$ cat src/rtl/spi_daisy_pkg.sv
// Shared types and constants for the SPI daisy-chain controller.
package spi_daisy_pkg;

  localparam int BYTE_W = 8;

  typedef enum logic [2:0] {
    IDLE,
    SETUP,
    SHIFT,
    HOLD,
    DONE
  } state_t;

endpackage

$ cat src/rtl/spi_daisy_arb.sv
// Two-requester arbiter for the SPI daisy-chain controller.
// Define SPI_DAISY_RR_EN for round-robin; default build is fixed priority to requester 0.
module spi_daisy_arb
  import spi_daisy_pkg::*;
(
  input  logic       clk,
  input  logic       rst,
  input  logic [1:0] req,
  input  logic       advance,
  output logic [1:0] grant
);

`ifdef SPI_DAISY_RR_EN
  localparam bit RR = 1'b1;
`else
  localparam bit RR = 1'b0;
`endif

  // In the fixed-priority build the pointer never leaves requester 0.
  logic ptr;

  always_ff @(posedge clk or posedge rst) begin
    if (rst)
      ptr <= 1'b0;
    else if (advance)
      ptr <= RR & ~ptr;
  end

  always_comb begin
    grant = 2'b00;
    if (!ptr) begin
      if (req[0])      grant = 2'b01;
      else if (req[1]) grant = 2'b10;
    end else begin
      if (req[1])      grant = 2'b10;
      else if (req[0]) grant = 2'b01;
    end
  end

endmodule

$ cat src/rtl/spi_daisy_ctrl.sv
// SPI mode-0 master for a chain of N_SLAVES 8-bit slaves shared by two requesters.
// Arbitration policy is selected by SPI_DAISY_RR_EN inside spi_daisy_arb.
module spi_daisy_ctrl
  import spi_daisy_pkg::*;
#(
  parameter int N_SLAVES = 2,
  parameter int CLK_DIV  = 4,
  localparam int FW      = BYTE_W * N_SLAVES
) (
  input  logic          clk,
  input  logic          rst,
  input  logic [1:0]    req,
  input  logic [FW-1:0] tx0,
  input  logic [FW-1:0] tx1,
  output logic [1:0]    grant,
  output logic [1:0]    done,
  output logic [FW-1:0] rx_data,
  output logic          busy,
  output logic          sclk,
  output logic          cs,
  output logic          mosi,
  input  logic          miso
);

  localparam int CW = $clog2(CLK_DIV + 1);
  localparam int BW = $clog2(FW);
  localparam logic [CW-1:0] CNT_HALF  = CW'(CLK_DIV - 1);
  localparam logic [CW-1:0] CNT_SETUP = CW'(CLK_DIV);
  localparam logic [BW-1:0] LAST_BIT  = BW'(FW - 1);

  state_t        state;
  logic [CW-1:0] cnt;
  logic [BW-1:0] bit_idx;
  logic [FW-1:0] tx_sh;
  logic [FW-1:0] rx_sh;
  logic [1:0]    arb_grant;
  logic          arb_advance;

  assign arb_advance = (state == IDLE) && (|req);

  spi_daisy_arb u_arb (
    .clk     (clk),
    .rst     (rst),
    .req     (req),
    .advance (arb_advance),
    .grant   (arb_grant)
  );

  always_ff @(posedge clk or posedge rst) begin
    if (rst) begin
      state   <= IDLE;
      cnt     <= '0;
      bit_idx <= '0;
      tx_sh   <= '0;
      rx_sh   <= '0;
      grant   <= 2'b00;
      done    <= 2'b00;
      busy    <= 1'b0;
      sclk    <= 1'b0;
      cs      <= 1'b1;
      mosi    <= 1'b0;
      rx_data <= '0;
    end else begin
      case (state)
        IDLE: begin
          if (|req) begin
            grant   <= arb_grant;
            busy    <= 1'b1;
            tx_sh   <= arb_grant[1] ? tx1 : tx0;
            cnt     <= CNT_SETUP;
            bit_idx <= '0;
            state   <= SETUP;
          end
        end
        // First SETUP cycle lowers cs; CLK_DIV more cycles of setup follow.
        SETUP: begin
          cs   <= 1'b0;
          mosi <= tx_sh[0];
          if (cnt == '0) begin
            state <= SHIFT;
            sclk  <= 1'b1;
            cnt   <= CNT_HALF;
            rx_sh <= {miso, rx_sh[FW-1:1]};
          end else begin
            cnt <= cnt - 1'b1;
          end
        end
        SHIFT: begin
          if (cnt != '0) begin
            cnt <= cnt - 1'b1;
          end else if (sclk) begin
            sclk <= 1'b0;
            cnt  <= CNT_HALF;
            if (bit_idx != LAST_BIT) begin
              mosi  <= tx_sh[1];
              tx_sh <= tx_sh >> 1;
            end
          end else if (bit_idx == LAST_BIT) begin
            state <= HOLD;
            cnt   <= CNT_HALF;
          end else begin
            sclk    <= 1'b1;
            cnt     <= CNT_HALF;
            bit_idx <= bit_idx + 1'b1;
            rx_sh   <= {miso, rx_sh[FW-1:1]};
          end
        end
        HOLD: begin
          if (cnt != '0) begin
            cnt <= cnt - 1'b1;
          end else begin
            state   <= DONE;
            cs      <= 1'b1;
            mosi    <= 1'b0;
            done    <= grant;
            rx_data <= rx_sh;
          end
        end
        DONE: begin
          state <= IDLE;
          done  <= 2'b00;
          grant <= 2'b00;
          busy  <= 1'b0;
        end
        default: state <= IDLE;
      endcase
    end
  end

endmodule

$ cat config.mk
export PLATFORM = sky130hd
export DESIGN_NAME = spi_daisy_ctrl
export DESIGN_NICKNAME = d
export VERILOG_FILES = /design/src/rtl/spi_daisy_pkg.sv /design/src/rtl/spi_daisy_arb.sv /design/src/rtl/spi_daisy_ctrl.sv
export SDC_FILE = /design/constraint.sdc
export NUM_CORES = 1
export LEC_CHECK = 0
export CAP_MARGIN = 0
export CORE_ASPECT_RATIO = 1.75
export CORE_MARGIN = 5
export CORE_UTILIZATION = 56
export CTS_BUF_LIST = sky130_fd_sc_hd__clkbuf_16
export CTS_CLUSTER_SIZE = 14
export DETAILED_ROUTE_END_ITERATION = 6
export PLACE_DENSITY_LB_ADDON = 0.12
export SETUP_SLACK_MARGIN = 0.05
export SYNTH_ARGS = -nofsm -noshare
export SYNTH_HDL_FRONTEND = slang
export SYNTH_SLANG_ARGS = --single-unit
export TNS_END_PERCENT = 50
$ cat constraint.sdc
create_clock -name clk -period 6.2 [get_ports clk]
set_input_delay 1.24 -clock clk [delete_from_list [all_inputs] [get_ports clk]]
set_output_delay 1.24 -clock clk [all_outputs]
set_load 0.005 [all_outputs]
==> impl_metrics.ini <==
[status]
run_status = finished, final reports clean

[worst_setup_path]
crit-reg2reg-capture = tx_sh[12]$_DFFE_PP0P_
r2r.worst_path.cells = 5
timing.critical_path.fanout_max = 16
crit_required_ns = 6.40
reg_to_reg_start = state[1]$_DFFE_PP0P_
reg2reg_slack_ns = 4.05
worstSetupEndpointType = register
criticalPathCategory = in2reg
worst_ep_arrival_time_ns = 3.10
worstSetupStartpointType = primary input

[grt]
first_global_vias = 2364
groute.layer.met2.usage_pct = 33.2
track_usage_pct = 19.5
grt_first_pass_wirelength_mm = 10.9
number_of_antenna_violations_at_the_first_check_in_global_routing = 0
gr-max-usage-layer = met2
grt.met3_usage_pct = 4.54
use_met1_pct = 23.5
maximum_number_of_pins_on_one_net_before_global_route_repair = 67
congestion_overflow_gr = 0

[sta]
number_of_hold_violations_in_the_final_report = 0
clock-skew-final_ns = 0.00601
timing.fmax_mhz = 345
post-route-period-util_pct = 46.7
timing.setup.tns_ns = 0
setup_viol = 0
fin_crit_ns = 2.90
slew_violations = 0
worstMarginPinSlew_ns = 0.809
timing.slew.headroom_pct = 46.1
grt_setup_unrepaired = false

[detailed_routing]
drt-wirelength-per-cell_um = 16.4
drt_first_pass_iters = 4
initialDrtViolationCount = 112
postRouteAntennaNets = 0
detail_route.drc_violations = 0
drt-total-wl_mm = 6.27
viasPerCell = 5.73
vias = 2193

[place]
dpl.hpwl_mm = 4.25
finalWeightedCongestion = 0.838
input_output_buffers = 60
place_area_mm2 = 0.00377

[clock_network]
cts_num_sinks = 66
post_cts_setup_driven_buffer_insertion_count = 0
tritoncts_clock_tree = done
worst_setup_hold_path_clk_slew_ns = 0.05
ctsHoldBuffers = 0
cts_made_buffers = 9
cts.repair.resized = 0
cts_max_path_buffers = 2
clock_tree.root_cell = sky130_fd_sc_hd__clkbuf_16
worst_skew_pair.late_latency_ns = 0.32
cts-htree-levels = 3

[logic_synthesis]
postSynth.asyncResetShare_pct = 100
synthesis.area_per_instance_um2 = 12.9
synth.yosys.warnings = 0
synth.yosys.seq_area_share_pct = 52.7
netlist-cell-type-count = 50
synth_edf_count = 0
postSynthCellCount = 244
ys_dominant_reg_cell = sky130_fd_sc_hd__dfrtp_1
syn-cell-area_mm2 = 0.00314
synth_seq_cells = 66
total_nets_after_synthesis = 284

[power]
power_density_mw_per_mm2 = 238
p_leak_uw = 0.00183
peakVddDrop_uv = 191

[finish]
final.fill_count = 388
highest_count_cells_in_the_layout_ignoring_fill_and_taps = 65 x sky130_fd_sc_hd__dfrtp_1, 60 x sky130_fd_sc_hd__clkdlybuf4s50_1, 39 x sky130_fd_sc_hd__mux2_2
fraction_of_final_layout_cells_sized_beyond_drive_strength_1_pct = 24.8
register_area_mm2 = 0.00165
final_std_cell_area_no_fill_mm2 = 0.00404
nets = 344
areaGrowthSynthToFinish_pct = 28.8
antenna_cells = 0
layout_commonest_cell = sky130_fd_sc_hd__dfrtp_1
multi_input_area_mm2 = 0.00137

[floorplan]
coreArea_mm2 = 0.00550
pin_count = 61
die_h_um = 109
fp-row-count = 36
die_w_um = 66.6
die-area_mm2 = 0.00726
initial_utilization_pct = 57.1

[worst_hold_path]
min_delay_path_depth = 1
hold_start = rx_data[4]$_DFFE_PP0P_
worst_hold_path.endpoint = rx_data[4]$_DFFE_PP0P_
hold_path.class = reg2reg

[flow_run]
max_cap_viol_count = 0
-- metal layers --
layer,part of all wire [%],vias to the layer above,routed length (µm)
met5,0,-,0
met4,1.7,0,105
met3,4.8,8,303
met2,51,50,3210
met1,42,1101,2650
li1,-,1034,-
-- per-stage QoR --
stage | cells | worst slack (ns) | power (µW) | utilization [%] | hold slack (ns)
after floorplan | 244 | 3.31 | 473 | - | 0.466
after global placement | 369 | 2.99 | 501 | 68.6 | 0.482
after detailed placement | 369 | 2.94 | 502 | 68.6 | 0.496
after CTS | 383 | 3.28 | 972 | 73.6 | 0.505
after global routing | 383 | 3.18 | 995 | 73.6 | 0.526
final | 383 | 3.30 | 960 | 73.6 | 0.505
-- Yosys cell counts (2+ instances only) --
cell,count,area [µm²]
sky130_fd_sc_hd__buf_4,4,30.0
sky130_fd_sc_hd__nand3b_1,2,15.0
sky130_fd_sc_hd__ha_1,3,37.5
sky130_fd_sc_hd__mux2_4,9,135
sky130_fd_sc_hd__nand2b_1,5,31.3
sky130_fd_sc_hd__nand3_1,3,15.0
sky130_fd_sc_hd__a21oi_1,9,45.0
sky130_fd_sc_hd__inv_1,5,18.8
sky130_fd_sc_hd__nand2_1,4,15.0
sky130_fd_sc_hd__clkbuf_1,3,11.3
sky130_fd_sc_hd__a2bb2oi_1,15,131
sky130_fd_sc_hd__dfrtp_1,65,1630
sky130_fd_sc_hd__o21ai_0,4,20.0
sky130_fd_sc_hd__buf_6,2,22.5
sky130_fd_sc_hd__mux2i_1,3,30.0
sky130_fd_sc_hd__or2_2,2,12.5
sky130_fd_sc_hd__and3_1,2,12.5
sky130_fd_sc_hd__nor3_1,4,20.0
sky130_fd_sc_hd__nor2_1,9,33.8
sky130_fd_sc_hd__buf_2,6,30.0
sky130_fd_sc_hd__o22ai_1,16,100
sky130_fd_sc_hd__a211o_1,2,17.5
sky130_fd_sc_hd__mux2_2,39,439
sky130_fd_sc_hd__a22o_1,2,17.5
-- report_power, final --
group / switching [µW] / leakage [µW] / internal [µW]
clock: 165 / 0.000136 / 302
combinational: 17.5 / 0.000837 / 34.4
sequential: 4.24 / 0.000862 / 438
-- cell type report --
| class | instances | share of cell area (%) |
|---|---|---|
| Sequential cell | 66 | 40.9 |
| Inverter | 5 | 0.464 |
| Timing Repair Buffer | 64 | 15.6 |
| Clock inverter | 5 | 1.18 |
| Clock buffer | 9 | 5.57 |
| Multi-Input combinational cell | 158 | 34.0 |
| Tap cell | 76 | 2.35 |
-- registers in the layout, indices dropped and copies added (netlist names), 2 cells and up --
| name | cells |
|---|---|
| done | 2 |
| state | 3 |
| bit_idx | 4 |
| grant | 2 |
| rx_sh | 16 |
| cnt | 3 |
| tx_sh | 16 |
| rx_data | 16 |
-- cells by family (layout without fill, tap and decap cells) --
| family | Yosys count | in the layout | synth area share (%) |
|---|---|---|---|
| buffers and inverters | 20 | 83 | 3.59 |
| adders and majority gates | 3 | 3 | 1.20 |
| muxes | 51 | 51 | 19.3 |
| xor gates and xnor gates | 2 | 2 | 0.798 |
| and+or+nand+nor | 42 | 42 | 8.53 |
| DFF | 66 | 66 | 52.7 |
| AOI/OAI and AO/OA | 60 | 60 | 14.0 |
-- critical path, cell delays in order --
cell and delay [ns]:
sky130_fd_sc_hd__clkdlybuf4s50_1 0.55, sky130_fd_sc_hd__nand2b_1 0.64, sky130_fd_sc_hd__mux2_2 0.42, sky130_fd_sc_hd__o22ai_1 0.15, sky130_fd_sc_hd__a2bb2oi_1 0.09
-- how the worst max path moves through the flow --
| stage | startpoint | to |
|---|---|---|
| after floorplan | rst | bit_idx[0]$_DFFE_PP0P_ |
| final | req[0] | tx_sh[12]$_DFFE_PP0P_ |
| after CTS | req[0] | tx_sh[14]$_DFFE_PP0P_ |
| after detailed placement | req[0] | tx_sh[0]$_DFFE_PP0P_ |
| after global placement | req[0] | tx_sh[12]$_DFFE_PP0P_ |
| after global routing | req[0] | tx_sh[6]$_DFFE_PP0P_ |
No activity file was read; power rests on OpenSTA's default activity.
